===== src/rtl/tiny_pkg.sv =====
// Shared definitions for the program loader and the control unit:
// loader state codes and the MI/RI strobe encoding.
package tiny_pkg;

  localparam logic [2:0] ST_IDLE      = 3'd0;
  localparam logic [2:0] ST_COUNT     = 3'd1;
  localparam logic [2:0] ST_WAIT_DATA = 3'd2;
  localparam logic [2:0] ST_SET_MAR   = 3'd3;
  localparam logic [2:0] ST_WRITE     = 3'd4;
  localparam logic [2:0] ST_CHECK     = 3'd5;
  localparam logic [2:0] ST_DONE      = 3'd6;

  typedef enum logic [2:0] {
    LS_IDLE      = ST_IDLE,
    LS_COUNT     = ST_COUNT,
    LS_WAIT_DATA = ST_WAIT_DATA,
    LS_SET_MAR   = ST_SET_MAR,
    LS_WRITE     = ST_WRITE,
    LS_CHECK     = ST_CHECK,
    LS_DONE      = ST_DONE
  } loader_state_e;

  // Strobe pair packed as {MI, RI}; the two are mutually exclusive.
  localparam logic [1:0] STROBE_NONE = 2'b00;
  localparam logic [1:0] STROBE_MI   = 2'b10;
  localparam logic [1:0] STROBE_RI   = 2'b01;

  function automatic logic accepts_word(input logic [2:0] st);
    return (st == ST_IDLE) || (st == ST_COUNT) ||
           (st == ST_WAIT_DATA) || (st == ST_CHECK);
  endfunction

endpackage


===== src/rtl/prog_loader.sv =====
// Streams a {addr, count, data...} frame into memory through MI/RI strobes.
// Define PROG_LOADER_CHECKSUM_EN to add a trailing checksum word and the err flag.
module prog_loader
  import tiny_pkg::*;
#(
  parameter int WIDTH = 16
) (
  input  logic             clk,
  input  logic             reset,
  input  logic             s_valid,
  output logic             s_ready,
  input  logic [WIDTH-1:0] s_data,
  output logic             MI,
  output logic             RI,
  output logic [WIDTH-1:0] write,
  output logic             busy,
  output logic             done,
  output logic             err,
  output loader_state_e    dbg_state
);

  logic [2:0]       state;
  logic [WIDTH-1:0] addr;
  logic [WIDTH-1:0] count;
  logic [WIDTH-1:0] data;
  logic [1:0]       strobe;

`ifdef PROG_LOADER_CHECKSUM_EN
  logic [WIDTH-1:0] sum;
  logic             err_q;
`endif

  // Handshake: a word transfers on a posedge where s_valid && s_ready.
  // s_ready depends only on state, so upstream may hold s_valid indefinitely.
  always_ff @(posedge clk) begin
    if (reset) begin
      state <= ST_IDLE;
      addr  <= '0;
      count <= '0;
      data  <= '0;
`ifdef PROG_LOADER_CHECKSUM_EN
      sum   <= '0;
      err_q <= 1'b0;
`endif
    end else begin
      case (state)
        ST_IDLE: begin
          if (s_valid) begin
            addr  <= s_data;
            state <= ST_COUNT;
`ifdef PROG_LOADER_CHECKSUM_EN
            sum   <= '0;
            err_q <= 1'b0;
`endif
          end
        end
        ST_COUNT: begin
          if (s_valid) begin
            count <= s_data;
            state <= (s_data == '0) ? ST_DONE : ST_WAIT_DATA;
          end
        end
        ST_WAIT_DATA: begin
          if (s_valid) begin
            data  <= s_data;
            state <= ST_SET_MAR;
          end
        end
        ST_SET_MAR: begin
          state <= ST_WRITE;
        end
        ST_WRITE: begin
          addr  <= addr + WIDTH'(1);
          count <= count - WIDTH'(1);
`ifdef PROG_LOADER_CHECKSUM_EN
          sum   <= sum + data;
          state <= (count == WIDTH'(1)) ? ST_CHECK : ST_WAIT_DATA;
`else
          state <= (count == WIDTH'(1)) ? ST_DONE : ST_WAIT_DATA;
`endif
        end
`ifdef PROG_LOADER_CHECKSUM_EN
        ST_CHECK: begin
          if (s_valid) begin
            err_q <= (s_data != sum);
            state <= ST_DONE;
          end
        end
`endif
        ST_DONE: begin
          state <= ST_IDLE;
        end
        default: begin
          state <= ST_IDLE;
        end
      endcase
    end
  end

  always_comb begin
    strobe = STROBE_NONE;
    write  = '0;
    case (state)
      ST_SET_MAR: begin
        strobe = STROBE_MI;
        write  = addr;
      end
      ST_WRITE: begin
        strobe = STROBE_RI;
        write  = data;
      end
      default: begin
        strobe = STROBE_NONE;
        write  = '0;
      end
    endcase
  end

  assign {MI, RI}  = strobe;
  assign s_ready   = accepts_word(state);
  assign busy      = (state != ST_IDLE);
  assign done      = (state == ST_DONE);
  assign dbg_state = loader_state_e'(state);

`ifdef PROG_LOADER_CHECKSUM_EN
  assign err = err_q;
`else
  assign err = 1'b0;
`endif

endmodule


===== config.mk =====
export PLATFORM = sky130hd
export DESIGN_NAME = prog_loader
export DESIGN_NICKNAME = d
export VERILOG_FILES = /design/src/rtl/tiny_pkg.sv /design/src/rtl/prog_loader.sv
export SDC_FILE = /design/constraint.sdc
export NUM_CORES = 1
export LEC_CHECK = 0
export BUFFER_PORTS_ARGS = -buffer_cell sky130_fd_sc_hd__buf_2
export CORE_MARGIN = 2
export CORE_UTILIZATION = 55
export DETAILED_ROUTE_END_ITERATION = 16
export HOLD_SLACK_MARGIN = 0.12
export PLACE_DENSITY = 0.82
export SLEW_MARGIN = 20
export SYNTH_ARGS = -nofsm -noshare
export SYNTH_HDL_FRONTEND = slang
export SYNTH_SLANG_ARGS = --single-unit

===== constraint.sdc =====
create_clock -name clk -period 2.8 [get_ports clk]
set_input_delay 0 -clock clk [delete_from_list [all_inputs] [get_ports clk]]
set_output_delay 0 -clock clk [all_outputs]
set_load 0.01 [all_outputs]

==> impl_metrics.csv, run 1 <==
group,metric,value,unit
outcome,outcome,"finished clean",
layout,filler_free_cell_count_of_the_finished_design,499,
clocking,cts_setup_buffers,0,
sta,hold_viol_final,0,
clocking,cts_buffers,5,
clocking,numClockSinks,51,
logic_synthesis,synth_top_family_by_area,"compound AO/OA/AOI/OAI gates",
sta,timing.clock.skew,0.0143,ns
logic_synthesis,synth-async-reset-ratio,0,%
sta,setup_violations,0,
power,switching_share,28.7,%
power,vdd.ir_drop.worst,0.000298,V
setup_path,worst_path_largest_cell_delay,0.44,ns
power,seq_power_share,50.8,%
power,clock_power_share,32.8,%
logic_synthesis,synthTopCellsByCount,"54 x sky130_fd_sc_hd__nand2_1, 51 x sky130_fd_sc_hd__dfxtp_1, 35 x sky130_fd_sc_hd__a21oi_1",
clocking,clock_tree_from_tritoncts,"done",
sta,timing.final.max_slew_violations,0,
clocking,cts_buffer_depth,2,
logic_synthesis,syn_avg_cell_area,7.64,um2
logic_synthesis,synth-edff-count,0,
sta,worst_pin_slew,0.709,ns
setup_path,critical_path_peak_fanout,37,
flow_run,max_capacitance_violation_total,0,
logic_synthesis,yosys_warnings,0,
power,p_switching,0.455,mW
clocking,clkSlewWorstSetupHoldPaths,0.10,ns
clocking,clockRootBuffer,"sky130_fd_sc_hd__clkbuf_8",
setup_path,crit_arrival,2.29,ns
logic_synthesis,ys_types,61,
power,fin_total_pwr,1.58,mW
logic_synthesis,netlist_area,2940,um2
sta,fin_worst_hold_slack,0.149,ns
sta,timing.final.crit_period,2.29,ns
logic_synthesis,yosys_register_bits,51,
setup_path,critical_path.n_buffers_inverters,4,
setup_path,timing.critical_path.to_type,"output pin",
logic_synthesis,synthMostInstantiatedCell,"sky130_fd_sc_hd__nand2_1",
sta,final.setup.tns,0,ns
logic_synthesis,leading_cell_types_by_total_area_after_synthesis,"sky130_fd_sc_hd__dfxtp_1 35%, sky130_fd_sc_hd__nand2_1 6.9%, sky130_fd_sc_hd__a21oi_1 6.0%",
floorplan,floorplan.core_area,5140,um2
placement,port_buffers,42,
layout,post_route_cells_drive_above_1_share,15.9,%
layout,layout.cell_area.non_filler,3450,um2
setup_path,worst-setup-path-type,"reg2out",
placement,dp_hpwl,5450,um
clocking,deepest_level_of_the_cts_h_tree,2,
power,power_per_cell_area,459,nW/um2
global_route,total_routing_usage_reported_by_global_routing,29.6,%
sta,min_period_over_period,81.7,%
detailed_routing,dr_total_vias,3185,
setup_path,critical_path.startpoint,"dbg_state[2]",
global_route,grt_max_degree,38,
logic_synthesis,post_synth_mux_area_share,0.340,%
setup_path,reg2reg_from,"count[1]",
placement,detailed_place.area,3180,um2
sta,top_achievable_clock_speed,437,MHz
clocking,post_cts_resize_count,0,
sta,grt_setup_unrepaired,"no",
logic_synthesis,post_synth_and_or_nand_nor_area_fraction,27.4,%
global_route,overflow,0,
clocking,worstSkewPairLatency,0.31,ns
worst_hold_path,min_path_type,"in2reg",
detailed_routing,detailedRoute.firstIterationViolations,311,
detailed_routing,post_drt_via_cell_ratio,6.38,
floorplan,row_count,26,
detailed_routing,drt_total_wl,8500,um
logic_synthesis,yosysTopAreaCell,"sky130_fd_sc_hd__dfxtp_1",
logic_synthesis,postSynth.topFlopCell,"sky130_fd_sc_hd__dfxtp_1",
layout,antenna_cells,0,
global_route,number_of_global_route_vias_before_repair,2950,
setup_path,critical_path.slowest_cell,"sky130_fd_sc_hd__or3b_1",
layout,areaGrowthSynthToFinish,17.4,%
power,combPwrFrac,16.4,%
placement,pre_cts_setup_slack,0.759,ns
sta,max-slew-margin-rel,52.6,%
power,power.internal,1.13,mW
sta,final.setup.worst_slack,0.513,ns
logic_synthesis,yosys.area.top_type_share,34.7,%
worst_hold_path,hold_path_startpoint,"s_valid",
logic_synthesis,synth_seq_area_share,34.7,%
logic_synthesis,synth_compound_area_share,28.4,%
logic_synthesis,synthAdderAreaFrac,1.28,%
setup_path,launching_element_type_of_the_critical_path,"flop",
global_route,initial_antenna_violation_count,0,
logic_synthesis,synth_nets,407,
placement,placedCellCount,475,
setup_path,worst-endpoint-required,2.80,ns
logic_synthesis,synth_cells,385,
global_route,first_pass_grt_wire_length,14300,um
floorplan,initial_utilization,57.2,%
floorplan,die_width,77.1,um
setup_path,gate_family_responsible_for_the_most_delay_along_the_worst_path,"buffers and inverters",
floorplan,dieHeight,77.1,um
power,cellLeakagePower,1.29,nW
detailed_routing,final_antenna_net_count,0,
layout,postLayoutCoreUtil,67.2,%
floorplan,die_footprint,5950,um2
setup_path,r2r_slack,0.69,ns
placement,gp_congestion,0.890,
detailed_routing,drc,0,
floorplan,pin_count,44,
detailed_routing,dr.pass1.iters,5,
setup_path,crit_path_cell_trace,"buf_4, or3b_1, inv_2, buf_4, a22o_1, buf_2",
layout,design.final.nets,451,
detailed_routing,drt-wirelength-per-cell,17.0,um
setup_path,crit_path_frequent_cell,"sky130_fd_sc_hd__buf_4",
logic_synthesis,synth_xor_area_share,0.894,%
power by group through the flow:
stage / clock network [mW] / registers [mW] / logic, mW
2_1_floorplan: 0 / 0.804 / 0.167
3_3_place_gp: 0 / 0.817 / 0.228
3_5_place_dp: 0 / 0.820 / 0.233
4_1_cts: 0.521 / 0.803 / 0.253
5_1_grt: 0.552 / 0.811 / 0.286
6_report: 0.520 / 0.804 / 0.259
worst paths after layout:
check                                     to  cells after the start
worst max-delay path                write[1]                      6
worst min-delay path            dbg_state[0]                      3
worst min register to register       data[1]                      2
worst max register to register     count[10]                      6
worst min-delay path: cells and delay by family:
family,cells,cell delay (ns)
buffers and inverters,1,0.17
AND/OR/NAND/NOR,1,0.06
AO/OA/AOI/OAI,1,0.19
per-layer routing:
layer / vias up / part of all wire [%] / global-route usage, %
li1: 1517 / - / -
met1: 1511 / 43 / 38.9
met2: 133 / 48 / 48.2
met3: 24 / 6.9 / 5.18
met4: 0 / 2.2 / 12.0
met5: - / 0 / 0
kinds of logic (layout without fill, tap and decap cells):
logic type                 Yosys count  count (layout)
AOI/OAI and AO/OA                  124             124
xor gates and xnor gates             3               3
adders and majority gates            3               3
buffers and inverters               46              90
DFF                                 51              51
muxes                                1               1
other                                1               1
and+or+nand+nor                    156             156
state kept, by name, indices dropped and copies added, names as in the netlist:
name	cells
count	16
dbg_state	3
data	16
addr	16
timing repair:
action | CTS | global route
endpoints found under the hold margin | 37 | 0
hold buffers | 17 | 0
endpoints found under the setup margin | 0 | 0
cells in the final DEF (no fill, tap or decap), types with 13 or more instances in the layout:
master / count
sky130_fd_sc_hd__nand2_1: 54
sky130_fd_sc_hd__dfxtp_1: 51
sky130_fd_sc_hd__buf_2: 42
sky130_fd_sc_hd__a21oi_1: 35
sky130_fd_sc_hd__nor2_1: 22
sky130_fd_sc_hd__o21ai_0: 19
sky130_fd_sc_hd__a22o_1: 18
sky130_fd_sc_hd__dlygate4sd3_1: 17
sky130_fd_sc_hd__inv_1: 13
sky130_fd_sc_hd__nand3_1: 13
sky130_fd_sc_hd__nor4_1: 13
layout make-up:
cell class / instances / area [um2]
fillers: 468 / 1690
multi-input cells: 288 / 1730
inverters: 14 / 52.6
well taps: 70 / 87.6
flip-flops and latches: 51 / 1020
repair buffers: 69 / 455
clock buffers: 5 / 68.8
clock inverters: 2 / 37.5
(Power assumes the default switching activity.)
==> run 2, diff against run 1 <==
--- a/config.mk
+++ b/config.mk
@@ -5,6 +5,7 @@
 export SDC_FILE = /design/constraint.sdc
 export NUM_CORES = 1
 export LEC_CHECK = 0
+export ABC_AREA = 1
 export BUFFER_PORTS_ARGS = -buffer_cell sky130_fd_sc_hd__buf_2
 export CORE_MARGIN = 2
 export CORE_UTILIZATION = 55
==> constraint.sdc (replaced) <==
create_clock -name clk -period 2.2 [get_ports clk]
set_input_delay 0 -clock clk [delete_from_list [all_inputs] [get_ports clk]]
set_output_delay 0 -clock clk [all_outputs]
set_load 0.01 [all_outputs]
==> impl_metrics.csv, run 2 <==
group,metric,value,unit
global_route,number_of_global_route_vias_before_repair,3135,
sta,fin_worst_hold_slack,0.486,ns
layout,design.final.nets,565,
detailed_routing,drc,0,
floorplan,die_footprint,6350,um2
floorplan,pin_count,44,
placement,detailed_place.area,3320,um2
layout,areaGrowthSynthToFinish,14.7,%
sta,timing.final.crit_period,1.95,ns
logic_synthesis,synth-edff-count,0,
floorplan,floorplan.core_area,5510,um2
logic_synthesis,synth_nets,518,
sta,max-slew-margin-rel,39.5,%
detailed_routing,drt-wirelength-per-cell,14.2,um
setup_path,worst-endpoint-required,2.20,ns
setup_path,worstRegToRegCells,7,
floorplan,dieHeight,79.7,um
sta,final.setup.tns,0,ns
global_route,grt-busiest-layer,"met2",
floorplan,die_width,79.7,um
worst_hold_path,min_path_type,"reg2reg",
logic_synthesis,yosys.area.top_type_share,32.4,%
clocking,clkSlewWorstSetupHoldPaths,0.09,ns
detailed_routing,final_antenna_net_count,0,
setup_path,critical_path_peak_fanout,16,
setup_path,worst-setup-path-type,"reg2out",
logic_synthesis,netlist_area,3150,um2
power,switching_share,31.2,%
clocking,clockRootBuffer,"sky130_fd_sc_hd__clkbuf_8",
setup_path,reg2reg_from,"dbg_state[0]",
floorplan,row_count,27,
power,cellLeakagePower,1.53,nW
global_route,use_met3,4.86,%
layout,antenna_cells,0,
sta,worst_pin_slew,0.906,ns
setup_path,critical_path.startpoint,"dbg_state[0]",
logic_synthesis,syn_avg_cell_area,6.35,um2
power,combPwrFrac,20.5,%
placement,gp_congestion,0.961,
power,power_per_cell_area,595,nW/um2
logic_synthesis,postSynth.topFlopCell,"sky130_fd_sc_hd__dfxtp_1",
logic_synthesis,synth_cells,496,
global_route,globalRouteMet2Util,46.7,%
worst_hold_path,whs_path_depth,2,
clocking,cts_buffers,5,
power,vdd.ir_drop.worst,0.000322,V
sta,hold_viol_final,0,
sta,setup_violations,0,
logic_synthesis,synthTopCellsByCount,"106 x sky130_fd_sc_hd__nand2_1, 68 x sky130_fd_sc_hd__nor2_1, 61 x sky130_fd_sc_hd__o21ai_0",
layout,final_common_cell,"sky130_fd_sc_hd__nand2_1",
placement,port_buffers,42,
layout,most-common-layout-cells,"106 x sky130_fd_sc_hd__nand2_1, 68 x sky130_fd_sc_hd__nor2_1, 61 x sky130_fd_sc_hd__o21ai_0, 51 x sky130_fd_sc_hd__dfxtp_1, 47 x sky130_fd_sc_hd__inv_1",
logic_synthesis,synth-async-reset-ratio,0,%
flow_run,max_capacitance_violation_total,0,
layout,layout.cell_area.non_filler,3610,um2
logic_synthesis,yosys_warnings,0,
logic_synthesis,synthMostInstantiatedCell,"sky130_fd_sc_hd__nand2_1",
detailed_routing,drt_total_wl,8730,um
setup_path,r2r_slack,0.53,ns
power,clock_power_share,31.1,%
global_route,grt_max_degree,41,
sta,grt_setup_unrepaired,"no",
detailed_routing,post_drt_via_cell_ratio,5.68,
global_route,initial_antenna_violation_count,0,
sta,top_achievable_clock_speed,514,MHz
setup_path,critical_path.endpoint,"write[15]",
global_route,gr-usage-met1,37.9,%
setup_path,regToRegEndpoint,"data[14]",
detailed_routing,detailedRoute.firstIterationViolations,294,
logic_synthesis,synth_seq_area_share,32.4,%
sta,timing.final.max_slew_violations,0,
layout,top_regs,"addr x16, count x16, data x16",
power,p_switching,0.670,mW
global_route,overflow,0,
clocking,worstSkewPairLatency,0.31,ns
global_route,first_pass_grt_wire_length,14400,um
clocking,cts_buffer_depth,2,
logic_synthesis,leading_cell_types_by_total_area_after_synthesis,"sky130_fd_sc_hd__dfxtp_1 32%, sky130_fd_sc_hd__nand2_1 13%, sky130_fd_sc_hd__o21ai_0 9.7%",
setup_path,launching_element_type_of_the_critical_path,"flop",
global_route,total_routing_usage_reported_by_global_routing,28.2,%
outcome,outcome,"finished clean",
sta,timing.clock.skew,0.0121,ns
setup_path,timing.critical_path.to_type,"output pin",
power,power.internal,1.48,mW
detailed_routing,dr_total_vias,3496,
setup_path,crit_arrival,1.95,ns
logic_synthesis,ys_types,34,
sta,min_period_over_period,88.5,%
logic_synthesis,yosysTopAreaCell,"sky130_fd_sc_hd__dfxtp_1",
logic_synthesis,yosys_register_bits,51,
detailed_routing,dr.pass1.iters,5,
placement,dp_hpwl,5940,um
floorplan,initial_utilization,57.2,%
clocking,numClockSinks,51,
clocking,deepest_level_of_the_cts_h_tree,2,
clocking,clock_tree_from_tritoncts,"done",
layout,post_route_cells_drive_above_1_share,13.6,%
power,seq_power_share,48.4,%
-- run 2: worst min-delay path by stage --
stage,endpoint,slack [ns],start
finish,count[14],0.49,count[14]
global route,count[14],0.51,count[14]
CTS,count[14],0.49,count[14]
detailed placement,data[0],0.28,s_data[0]
global placement,data[0],0.27,s_data[0]
floorplan,data[0],0.15,s_data[0]
-- run 2: critical path, stage by stage, from the launching register on --
cell and delay [ns]:
sky130_fd_sc_hd__dfxtp_1 0.55, sky130_fd_sc_hd__nand2_1 0.13, sky130_fd_sc_hd__nor2_1 0.21, sky130_fd_sc_hd__inv_1 0.29, sky130_fd_sc_hd__o21ai_0 0.29, sky130_fd_sc_hd__buf_2 0.17
-- run 2: repair_timing --
action                                 4_1_cts  5_1_grt
buffers inserted                             0        0
endpoints found under the hold margin       45        0
gates resized for setup                      0        0
hold buffers                                18        0
-- run 2: per-stage QoR --
| step | utilization, % | total power, mW | cells | setup slack (ns) |
|---|---|---|---|---|
| after floorplan | - | 1.36 | 496 | 0.760 |
| after global placement | 60.3 | 1.45 | 590 | 0.644 |
| after detailed placement | 60.3 | 1.46 | 590 | 0.578 |
| after CTS | 65.6 | 2.14 | 616 | 0.314 |
| after global routing | 65.6 | 2.25 | 616 | 0.131 |
| final | 65.6 | 2.15 | 616 | 0.253 |
-- run 2: metal layers --
metal	wire length, um	up-vias
li1	-	1715
met1	3850	1563
met2	4020	183
met3	662	35
met4	204	0
met5	0	-
-- run 2: cell families after synthesis --
| group | share of synthesized area (%) |
|---|---|
| AO/OA/AOI/OAI | 20.4 |
| XOR/XNOR | 1.39 |
| adder cells (fa/ha/maj) | 1.19 |
| buffers and inverters | 11.1 |
| flip-flops | 32.4 |
| other | 0.119 |
| AND/OR/NAND/NOR | 33.4 |
-- run 2: power groups by stage --
stage	clock, mW	sequential [mW]	combinational, mW
2_1_floorplan	0	1.04	0.316
3_3_place_gp	0	1.06	0.395
3_5_place_dp	0	1.06	0.402
4_1_cts	0.669	1.04	0.430
5_1_grt	0.711	1.05	0.493
6_report	0.669	1.04	0.440
-- run 2: cell type report --
| class | instances | area, um2 |
|---|---|---|
| inverter | 52 | 198 |
| sequential | 51 | 1020 |
| tap | 72 | 90.1 |
| multi-input combinational | 370 | 1780 |
| clock inverter | 3 | 43.8 |
| fill | 469 | 1890 |
| timing repair buffer | 63 | 413 |
| clock buffer | 5 | 68.8 |
